<file path="src/rtl/axi_eth_v1_wrapper_if.sv">
// AXI4-Lite slave bundle for axi_eth_v1_wrapper (8-bit address, 32-bit data).
// master: the bus initiator (testbench / interconnect)
// slave : the register block
interface axi_eth_v1_wrapper_if;
  logic [7:0]  awaddr;
  logic        awvalid;
  logic        awready;
  logic [31:0] wdata;
  logic [3:0]  wstrb;
  logic        wvalid;
  logic        wready;
  logic [1:0]  bresp;
  logic        bvalid;
  logic        bready;
  logic [7:0]  araddr;
  logic        arvalid;
  logic        arready;
  logic [31:0] rdata;
  logic [1:0]  rresp;
  logic        rvalid;
  logic        rready;

  modport master (
    output awaddr, awvalid, wdata, wstrb, wvalid, bready, araddr, arvalid, rready,
    input  awready, wready, bresp, bvalid, arready, rdata, rresp, rvalid
  );

  modport slave (
    input  awaddr, awvalid, wdata, wstrb, wvalid, bready, araddr, arvalid, rready,
    output awready, wready, bresp, bvalid, arready, rdata, rresp, rvalid
  );
endinterface

</file>
<file path="src/rtl/axi_eth_v1_wrapper.sv">
// Four-port SGMII-style line wrapper with an AXI4-Lite register block.
// Each port transmits a 10-bit TX_WORD LSB first (shared bit counter), can be
// switched to line loopback, and tracks receive sync by matching the last ten
// received bits against the active TX_WORD.
// Ports:
//   aclk, arst                   clock, asynchronous active-high reset
//   s_axi                        AXI4-Lite slave (register map at addr[7:2])
//   sgmii_port_N_rxp/rxn         serial receive lanes (asynchronous inputs)
//   sgmii_port_N_txp/txn         serial transmit lanes (registered)
//   reset_port_N_n               PHY resets (PORT_RESET_N)
//   phy_gpio_o/_t/_i             GPIO output / tristate (1 = input) / input
//   BT_ctsn, BT_rtsn             UART flow control
module axi_eth_v1_wrapper (
  input  logic                      aclk,
  input  logic                      arst,
  axi_eth_v1_wrapper_if.slave       s_axi,
  input  logic                      sgmii_port_0_rxp,
  input  logic                      sgmii_port_0_rxn,
  input  logic                      sgmii_port_1_rxp,
  input  logic                      sgmii_port_1_rxn,
  input  logic                      sgmii_port_2_rxp,
  input  logic                      sgmii_port_2_rxn,
  input  logic                      sgmii_port_3_rxp,
  input  logic                      sgmii_port_3_rxn,
  output logic                      sgmii_port_0_txp,
  output logic                      sgmii_port_0_txn,
  output logic                      sgmii_port_1_txp,
  output logic                      sgmii_port_1_txn,
  output logic                      sgmii_port_2_txp,
  output logic                      sgmii_port_2_txn,
  output logic                      sgmii_port_3_txp,
  output logic                      sgmii_port_3_txn,
  output logic                      reset_port_0_n,
  output logic                      reset_port_1_n,
  output logic                      reset_port_2_n,
  output logic                      reset_port_3_n,
  output logic [7:0]                phy_gpio_o,
  output logic [7:0]                phy_gpio_t,
  input  logic [7:0]                phy_gpio_i,
  input  logic                      BT_ctsn,
  output logic                      BT_rtsn
);
  localparam int          NUM_LANES = 4;
  localparam logic [31:0] ID_VAL    = 32'h4554_0001;
  localparam logic [1:0]  RESP_OK   = 2'b00;
  localparam logic [1:0]  RESP_ERR  = 2'b10;

  // ---------------- registers ----------------
  logic [3:0]  lb_n_q, prst_n_q;
  logic [9:0]  tx_word_q, tx_act_q;
  logic [7:0]  gpo_q, gpt_q;
  logic        uart_q, rtsn_q;
  logic [3:0]  cnt_q;

  // two-flop synchronizers
  logic [NUM_LANES-1:0] rxp_s1_q, rxp_s2_q, rxn_s1_q, rxn_s2_q;
  logic [7:0]           gpi_s1_q, gpi_s2_q;
  logic                 cts_s1_q, cts_s2_q;

  // AXI state
  logic        awready_q, bvalid_q, arready_q, rvalid_q;
  logic [1:0]  bresp_q, rresp_q;
  logic [31:0] rdata_q;

  logic [NUM_LANES-1:0] rx_raw_p, rx_raw_n, txp_w, txn_w, rx_sync;
  logic                 tx_bit;

  assign rx_raw_p = {sgmii_port_3_rxp, sgmii_port_2_rxp, sgmii_port_1_rxp, sgmii_port_0_rxp};
  assign rx_raw_n = {sgmii_port_3_rxn, sgmii_port_2_rxn, sgmii_port_1_rxn, sgmii_port_0_rxn};

  // ---------------- register read view ----------------
  logic [15:0][31:0] regs_v;
  always_comb begin
    regs_v    = '0;
    regs_v[0] = ID_VAL;
    regs_v[1] = {23'b0, cts_s2_q, prst_n_q, rx_sync};
    regs_v[2] = {28'b0, lb_n_q};
    regs_v[3] = {28'b0, prst_n_q};
    regs_v[4] = {22'b0, tx_word_q};
    regs_v[5] = {24'b0, gpo_q};
    regs_v[6] = {24'b0, gpt_q};
    regs_v[7] = {24'b0, gpi_s2_q};
    regs_v[8] = {31'b0, uart_q};
  end

  logic [5:0]  aw_idx, ar_idx;
  logic        aw_rw, ar_map, wr_hs, ar_hs;
  logic [31:0] wmask, wmerge;

  assign aw_idx = s_axi.awaddr[7:2];
  assign ar_idx = s_axi.araddr[7:2];
  assign aw_rw  = aw_idx inside {6'd2, 6'd3, 6'd4, 6'd5, 6'd6, 6'd8};
  assign ar_map = (ar_idx <= 6'd8);
  assign wr_hs  = awready_q & s_axi.awvalid & s_axi.wvalid;
  assign ar_hs  = arready_q & s_axi.arvalid;
  assign wmask  = {{8{s_axi.wstrb[3]}}, {8{s_axi.wstrb[2]}},
                   {8{s_axi.wstrb[1]}}, {8{s_axi.wstrb[0]}}};
  // byte-lane merge of write data into the current register contents
  assign wmerge = (regs_v[aw_idx[3:0]] & ~wmask) | (s_axi.wdata & wmask);

  logic unused_addr_lsb;
  assign unused_addr_lsb = ^{s_axi.awaddr[1:0], s_axi.araddr[1:0]};

  always_ff @(posedge aclk or posedge arst) begin
    if (arst) begin
      lb_n_q    <= 4'hF;
      prst_n_q  <= 4'h0;
      tx_word_q <= 10'h0FA;
      tx_act_q  <= 10'h0FA;
      gpo_q     <= 8'h00;
      gpt_q     <= 8'hFF;
      uart_q    <= 1'b1;
      rtsn_q    <= 1'b1;
      cnt_q     <= 4'd0;
      rxp_s1_q  <= '0;
      rxp_s2_q  <= '0;
      rxn_s1_q  <= '0;
      rxn_s2_q  <= '0;
      gpi_s1_q  <= '0;
      gpi_s2_q  <= '0;
      cts_s1_q  <= 1'b0;
      cts_s2_q  <= 1'b0;
      awready_q <= 1'b0;
      bvalid_q  <= 1'b0;
      bresp_q   <= RESP_OK;
      arready_q <= 1'b0;
      rvalid_q  <= 1'b0;
      rresp_q   <= RESP_OK;
      rdata_q   <= '0;
    end else begin
      rxp_s1_q <= rx_raw_p;
      rxp_s2_q <= rxp_s1_q;
      rxn_s1_q <= rx_raw_n;
      rxn_s2_q <= rxn_s1_q;
      gpi_s1_q <= phy_gpio_i;
      gpi_s2_q <= gpi_s1_q;
      cts_s1_q <= BT_ctsn;
      cts_s2_q <= cts_s1_q;
      rtsn_q   <= uart_q | cts_s2_q;

      // shared bit counter; a new TX_WORD only goes live on a word boundary
      if (cnt_q == 4'd9) begin
        cnt_q    <= 4'd0;
        tx_act_q <= tx_word_q;
      end else begin
        cnt_q <= cnt_q + 4'd1;
      end

      // write channel: ready pulses one cycle, never while a response is pending
      awready_q <= s_axi.awvalid & s_axi.wvalid & ~bvalid_q & ~awready_q;
      if (wr_hs) begin
        bvalid_q <= 1'b1;
        bresp_q  <= aw_rw ? RESP_OK : RESP_ERR;
        if (aw_rw) begin
          case (aw_idx[3:0])
            4'd2:    lb_n_q    <= wmerge[3:0];
            4'd3:    prst_n_q  <= wmerge[3:0];
            4'd4:    tx_word_q <= wmerge[9:0];
            4'd5:    gpo_q     <= wmerge[7:0];
            4'd6:    gpt_q     <= wmerge[7:0];
            4'd8:    uart_q    <= wmerge[0];
            default: ;
          endcase
        end
      end else if (bvalid_q && s_axi.bready) begin
        bvalid_q <= 1'b0;
      end

      // read channel
      arready_q <= s_axi.arvalid & ~rvalid_q & ~arready_q;
      if (ar_hs) begin
        rvalid_q <= 1'b1;
        rdata_q  <= ar_map ? regs_v[ar_idx[3:0]] : 32'h0;
        rresp_q  <= ar_map ? RESP_OK : RESP_ERR;
      end else if (rvalid_q && s_axi.rready) begin
        rvalid_q <= 1'b0;
      end
    end
  end

  assign tx_bit = tx_act_q[cnt_q];

  // ---------------- per-lane transmit / receive ----------------
  for (genvar i = 0; i < NUM_LANES; i++) begin : g_lane
    logic [9:0] sr_q;
    logic [4:0] tmr_q;
    logic       txp_q, txn_q;

    always_ff @(posedge aclk or posedge arst) begin
      if (arst) begin
        sr_q  <= '0;
        tmr_q <= '0;
        txp_q <= 1'b0;
        txn_q <= 1'b1;
      end else begin
        // newest bit enters at the top so an aligned LSB-first word reads back as-is
        sr_q <= {rxp_s2_q[i], sr_q[9:1]};
        if (sr_q == tx_act_q)
          tmr_q <= 5'd20;
        else if (tmr_q != 5'd0)
          tmr_q <= tmr_q - 5'd1;
        if (!lb_n_q[i]) begin
          txp_q <= rxp_s2_q[i];
          txn_q <= rxn_s2_q[i];
        end else begin
          txp_q <= tx_bit;
          txn_q <= ~tx_bit;
        end
      end
    end

    assign txp_w[i]   = txp_q;
    assign txn_w[i]   = txn_q;
    assign rx_sync[i] = (tmr_q != 5'd0);
  end

  // ---------------- outputs ----------------
  assign s_axi.awready = awready_q;
  assign s_axi.wready  = awready_q;
  assign s_axi.bvalid  = bvalid_q;
  assign s_axi.bresp   = bresp_q;
  assign s_axi.arready = arready_q;
  assign s_axi.rvalid  = rvalid_q;
  assign s_axi.rdata   = rdata_q;
  assign s_axi.rresp   = rresp_q;

  assign sgmii_port_0_txp = txp_w[0];
  assign sgmii_port_0_txn = txn_w[0];
  assign sgmii_port_1_txp = txp_w[1];
  assign sgmii_port_1_txn = txn_w[1];
  assign sgmii_port_2_txp = txp_w[2];
  assign sgmii_port_2_txn = txn_w[2];
  assign sgmii_port_3_txp = txp_w[3];
  assign sgmii_port_3_txn = txn_w[3];

  assign reset_port_0_n = prst_n_q[0];
  assign reset_port_1_n = prst_n_q[1];
  assign reset_port_2_n = prst_n_q[2];
  assign reset_port_3_n = prst_n_q[3];

  assign phy_gpio_o = gpo_q;
  assign phy_gpio_t = gpt_q;
  assign BT_rtsn    = rtsn_q;
endmodule

</file>
<file path="src/flat_wrapper.sv">
// flat-port wrapper written by rule: the top's interface ports become plain ports
module axi_eth_v1_wrapper_flat 
  (aclk, arst, sgmii_port_0_rxp, sgmii_port_0_rxn, sgmii_port_1_rxp, sgmii_port_1_rxn, sgmii_port_2_rxp, sgmii_port_2_rxn, sgmii_port_3_rxp, sgmii_port_3_rxn, sgmii_port_0_txp, sgmii_port_0_txn, sgmii_port_1_txp, sgmii_port_1_txn, sgmii_port_2_txp, sgmii_port_2_txn, sgmii_port_3_txp, sgmii_port_3_txn, reset_port_0_n, reset_port_1_n, reset_port_2_n, reset_port_3_n, phy_gpio_o, phy_gpio_t, phy_gpio_i, BT_ctsn, BT_rtsn, s_axi_awaddr, s_axi_awvalid, s_axi_wdata, s_axi_wstrb, s_axi_wvalid, s_axi_bready, s_axi_araddr, s_axi_arvalid, s_axi_rready, s_axi_awready, s_axi_wready, s_axi_bresp, s_axi_bvalid, s_axi_arready, s_axi_rdata, s_axi_rresp, s_axi_rvalid);
  axi_eth_v1_wrapper_if s_axi_i ();
  input  logic aclk;
  input  logic arst;
  input  logic sgmii_port_0_rxp;
  input  logic sgmii_port_0_rxn;
  input  logic sgmii_port_1_rxp;
  input  logic sgmii_port_1_rxn;
  input  logic sgmii_port_2_rxp;
  input  logic sgmii_port_2_rxn;
  input  logic sgmii_port_3_rxp;
  input  logic sgmii_port_3_rxn;
  output logic sgmii_port_0_txp;
  output logic sgmii_port_0_txn;
  output logic sgmii_port_1_txp;
  output logic sgmii_port_1_txn;
  output logic sgmii_port_2_txp;
  output logic sgmii_port_2_txn;
  output logic sgmii_port_3_txp;
  output logic sgmii_port_3_txn;
  output logic reset_port_0_n;
  output logic reset_port_1_n;
  output logic reset_port_2_n;
  output logic reset_port_3_n;
  output logic [7:0] phy_gpio_o;
  output logic [7:0] phy_gpio_t;
  input  logic [7:0] phy_gpio_i;
  input  logic BT_ctsn;
  output logic BT_rtsn;
  input wire logic [$bits(s_axi_i.awaddr)-1:0] s_axi_awaddr;
  input wire logic [$bits(s_axi_i.awvalid)-1:0] s_axi_awvalid;
  input wire logic [$bits(s_axi_i.wdata)-1:0] s_axi_wdata;
  input wire logic [$bits(s_axi_i.wstrb)-1:0] s_axi_wstrb;
  input wire logic [$bits(s_axi_i.wvalid)-1:0] s_axi_wvalid;
  input wire logic [$bits(s_axi_i.bready)-1:0] s_axi_bready;
  input wire logic [$bits(s_axi_i.araddr)-1:0] s_axi_araddr;
  input wire logic [$bits(s_axi_i.arvalid)-1:0] s_axi_arvalid;
  input wire logic [$bits(s_axi_i.rready)-1:0] s_axi_rready;
  output wire logic [$bits(s_axi_i.awready)-1:0] s_axi_awready;
  output wire logic [$bits(s_axi_i.wready)-1:0] s_axi_wready;
  output wire logic [$bits(s_axi_i.bresp)-1:0] s_axi_bresp;
  output wire logic [$bits(s_axi_i.bvalid)-1:0] s_axi_bvalid;
  output wire logic [$bits(s_axi_i.arready)-1:0] s_axi_arready;
  output wire logic [$bits(s_axi_i.rdata)-1:0] s_axi_rdata;
  output wire logic [$bits(s_axi_i.rresp)-1:0] s_axi_rresp;
  output wire logic [$bits(s_axi_i.rvalid)-1:0] s_axi_rvalid;
  assign s_axi_i.awaddr = s_axi_awaddr;
  assign s_axi_i.awvalid = s_axi_awvalid;
  assign s_axi_i.wdata = s_axi_wdata;
  assign s_axi_i.wstrb = s_axi_wstrb;
  assign s_axi_i.wvalid = s_axi_wvalid;
  assign s_axi_i.bready = s_axi_bready;
  assign s_axi_i.araddr = s_axi_araddr;
  assign s_axi_i.arvalid = s_axi_arvalid;
  assign s_axi_i.rready = s_axi_rready;
  assign s_axi_awready = s_axi_i.awready;
  assign s_axi_wready = s_axi_i.wready;
  assign s_axi_bresp = s_axi_i.bresp;
  assign s_axi_bvalid = s_axi_i.bvalid;
  assign s_axi_arready = s_axi_i.arready;
  assign s_axi_rdata = s_axi_i.rdata;
  assign s_axi_rresp = s_axi_i.rresp;
  assign s_axi_rvalid = s_axi_i.rvalid;
  axi_eth_v1_wrapper u_core (.aclk(aclk), .arst(arst), .s_axi(s_axi_i), .sgmii_port_0_rxp(sgmii_port_0_rxp), .sgmii_port_0_rxn(sgmii_port_0_rxn), .sgmii_port_1_rxp(sgmii_port_1_rxp), .sgmii_port_1_rxn(sgmii_port_1_rxn), .sgmii_port_2_rxp(sgmii_port_2_rxp), .sgmii_port_2_rxn(sgmii_port_2_rxn), .sgmii_port_3_rxp(sgmii_port_3_rxp), .sgmii_port_3_rxn(sgmii_port_3_rxn), .sgmii_port_0_txp(sgmii_port_0_txp), .sgmii_port_0_txn(sgmii_port_0_txn), .sgmii_port_1_txp(sgmii_port_1_txp), .sgmii_port_1_txn(sgmii_port_1_txn), .sgmii_port_2_txp(sgmii_port_2_txp), .sgmii_port_2_txn(sgmii_port_2_txn), .sgmii_port_3_txp(sgmii_port_3_txp), .sgmii_port_3_txn(sgmii_port_3_txn), .reset_port_0_n(reset_port_0_n), .reset_port_1_n(reset_port_1_n), .reset_port_2_n(reset_port_2_n), .reset_port_3_n(reset_port_3_n), .phy_gpio_o(phy_gpio_o), .phy_gpio_t(phy_gpio_t), .phy_gpio_i(phy_gpio_i), .BT_ctsn(BT_ctsn), .BT_rtsn(BT_rtsn));
endmodule
</file>
<file path="config.mk">
export PLATFORM = sky130hd
export DESIGN_NAME = axi_eth_v1_wrapper_flat
export DESIGN_NICKNAME = d
export VERILOG_FILES = /design/src/rtl/axi_eth_v1_wrapper_if.sv /design/src/rtl/axi_eth_v1_wrapper.sv /design/src/flat_wrapper.sv
export SDC_FILE = /design/constraint.sdc
export NUM_CORES = 1
export LEC_CHECK = 0
export CELL_PAD_IN_SITES_DETAIL_PLACEMENT = 0
export CELL_PAD_IN_SITES_GLOBAL_PLACEMENT = 1
export CORE_UTILIZATION = 35
export DETAILED_ROUTE_END_ITERATION = 12
export PLACE_DENSITY_LB_ADDON = 0.1
export RECOVER_POWER = 25
export SLEW_MARGIN = 20
export SYNTH_ARGS = -nofsm -noshare
export SYNTH_HDL_FRONTEND = slang
export SYNTH_SLANG_ARGS = --single-unit
</file>
<file path="constraint.sdc">
create_clock -name aclk -period 9.3 [get_ports aclk]
set_input_delay 0.93 -clock aclk [delete_from_list [all_inputs] [get_ports aclk]]
set_output_delay 0.93 -clock aclk [all_outputs]
set_load 0.02 [all_outputs]
</file>
==> flow_metrics.tcl <==
set metrics [dict create \
    status "finished with violations" \
    failed_checks "capacitance limit, slew limit" \
    crit_fanout 102 \
    cp-start-kind "input pin" \
    ys_top_cells_by_count "dfrtp_1 (139), mux2_2 (52), nand2_1 (42)" \
    wirelength_um 17400 \
    crit_slowest_cell "clkinvlp_2" \
    timing.setup.tns_ns 0 \
    cts_tree "done" \
    synth_seq_area_share_pct 57.1 \
    skew_ns 0.0103 \
    place.detailed.hpwl_um 12200 \
    p_per_area_nw_per_um2 205 \
    path_cells "dlygate4sd3_1, clkinvlp_2, buf_4" \
    insertion_delay_ns 0.43 \
    grt_pass1_wl_um 27900 \
    area_delta_synth_final_pct 21.2 \
    avgSynthCellArea_um2 12.8 \
    rsz0062_at_grt "no" \
    async_reset_ff_share_pct 100 \
    grt_max_degree 103 \
    nets 732 \
    gp_congestion 0.773 \
    timing.rr.end "u_core.prst_n_q[3]" \
    finalHoldViolations 0 \
    synth_edf_count 0 \
    drtIter0Drc 216 \
    ir_worst_vdd_mv 0.110 \
    overflow 0 \
    hold_end "u_core.rxn_s2_q[3]" \
    core_um2 21000 \
    worst_slew_pin_slew_ns 4.52 \
    ant_nets 0 \
    num_rows 53 \
    cpPeakStageDelay_ns 2.50 \
    crit_arrival_ns 5.09 \
    post-route-min-period_ns 4.65 \
    vias 4642 \
    n_fill_cell 1988 \
    holdCritStartpoint "u_core.rxn_s1_q[3]" \
    multiInputGateArea_um2 2770 \
    synth_top_area_share_pct 46.6 \
    max_cap_viol_count 1 \
    critPathCaptureType "async pin" \
    reg2reg_slack_ns 6.91 \
    p_leak_nw 4.00 \
    finalSetupViolations 0 \
    die_h_um 148 \
    yosys_warnings 0 \
    ys_top_cells_by_area "dfrtp_1 (47%), dfstp_2 (11%), mux2_2 (7.8%), xor2_1 (4.2%), buf_4 (4.0%)" \
    synth_top_area_cell "dfrtp_1" \
    grt_usage_pct 17.0 \
    diodes 0 \
    fmax_mhz 215 \
    cts_root_buf "clkbuf_16" \
    synth_cell_types 54 \
    netlist_instances 585 \
    final_layout_size_suffix_gt1_share_pct 20.5 \
    clkSinkCount 169 \
    die_w_um 148 \
    design_area_um2 9050 \
    antenna_found_initial 0 \
    start_util_pct 35.6 \
    grt_pass1_vias 4755 \
    wl_per_cell_um 18.5 \
    required_ns 9.74 \
    syn-cell-area_um2 7470 \
    die_area_um2 21900 \
    p_total_mw 1.86 \
    period_share_pct 50.0 \
    numCtsBuffers 17 \
    worstSetupPathType "input pin to async pin" \
    max-slew-margin-rel_pct -203 \
    hp-class "flop to flop" \
    holdPathStages 0 \
    r2r-start "u_core.g_lane[3].tmr_q[0]" \
    post-cts-setup-buffers 0 \
    drv_slew 103 \
    worstRegToRegCells 6 \
    synth_seq_cells 169 \
    dr.pass1.iters 4 \
    cts_buffer_depth 2 \
    drc 0 \
    hold_buffers 0 \
    clkTransAtPathRegs_ns 0.07 \
    drt-vias-per-instance 4.94 \
    dpl_cell_area_um2 8480 \
    ios 146 \
    post_cts_resized 0 \
    synth-main-ff-cell "dfrtp_1" \
    synth_most_common_cell "dfrtp_1" \
    regArea_um2 4270 \
    io_buffers 99 \
    cts.htree.levels 4 \
]
[per-layer routing]
metal / share of wire (%) / GRT usage, % / wire (µm)
met1: 47 / 24.0 / 8270
met2: 48 / 26.5 / 8360
met3: 4.2 / 3.96 / 724
met4: 0.42 / 4.07 / 74
met5: 0 / 0 / 0
[metrics by stage]
| step | hold slack (ns) | utilization, % | std cells | worst slack, ns |
|---|---|---|---|---|
| detailed placement | 0.335 | 40.5 | 908 | 5.40 |
| global placement | 0.332 | 40.5 | 908 | 5.47 |
| finish | 0.350 | 43.2 | 940 | 4.65 |
| floorplan | 0.331 | - | 602 | 3.84 |
| global route | 0.348 | 43.2 | 940 | 3.82 |
| CTS | 0.352 | 43.2 | 940 | 5.83 |
[critical path: cells and delay by family]
kind | cells | cell delay (ns)
buf+inv | 3 | 4.04
[cells by family (layout without fill, tap and decap cells)]
kind of cell    Yosys count  in the layout  share of synthesized area [%]
compound gates           74             74                           6.75
xor+xnor                 49             49                           5.75
buf+inv                  93            156                           6.89
flops                   169            169                           57.1
simple gates            124            124                           9.00
mux                      71             71                           13.8
other cells               1             18                         0.0502
fa+ha+maj                 4              4                          0.670
[how the worst max path moves through the flow]
stage          cells past startpoint       startpoint  slack [ns]              endpoint
3_3_place_gp                       5  s_axi_awaddr[3]        5.47   u_core.tx_word_q[9]
2_1_floorplan                      1             arst        3.84       u_core.cnt_q[0]
5_1_grt                            3             arst        3.82   u_core.tx_word_q[0]
6_report                           3             arst        4.65  u_core.phy_gpio_o[5]
3_5_place_dp                       5  s_axi_awaddr[3]        5.40   u_core.tx_word_q[9]
4_1_cts                            5  s_axi_awaddr[3]        5.83   u_core.tx_word_q[8]
[state kept, by name, summed over array words and instances (netlist names), 8 cells and up]
signal               flops
u_core.phy_gpio_t        8
u_core.s_axi.rdata      11
u_core.tx_act_q         10
u_core.gpi_s1_q          8
u_core.g_lane.sr_q      40
u_core.phy_gpio_o        8
u_core.tx_word_q        10
u_core.g_lane.tmr_q     20
u_core.gpi_s2_q          8
[where the power goes]
group          internal, mW  leakage, nW  switching (mW)  total [mW]
logic                 0.145         1.70           0.150       0.295
clock network         0.370        0.285           0.323       0.693
registers             0.811         2.02          0.0570       0.868
[cell type report]
cell class,instances,share of cell area (%)
Clock buffer,19,5.00
Clock inverter,13,1.37
Inverter,21,0.884
Multi-Input combinational cell,340,30.5
Sequential cell,169,47.1
Tap cell,275,3.80
Timing Repair Buffer,103,11.3
[cells in the final DEF (no fill, tap or decap), types with 6 or more instances in the layout]
master           count
a21oi_1             14
a221oi_1             7
and3_1              10
clkbuf_16           17
clkdlybuf4s50_1     79
conb_1              18
dfrtp_1            139
dfstp_2             27
dlygate4sd3_1       20
inv_1               20
inv_6                7
mux2_2              52
mux4_1               7
mux4_2              11
nand2_1             42
nand2b_1             7
nand4_1              6
nor2_1              12
nor3_1               8
nor4_1              11
o21ai_0             21
xnor2_1             13
xor2_1              36
Note: power is estimated with default switching activity, not from simulation.
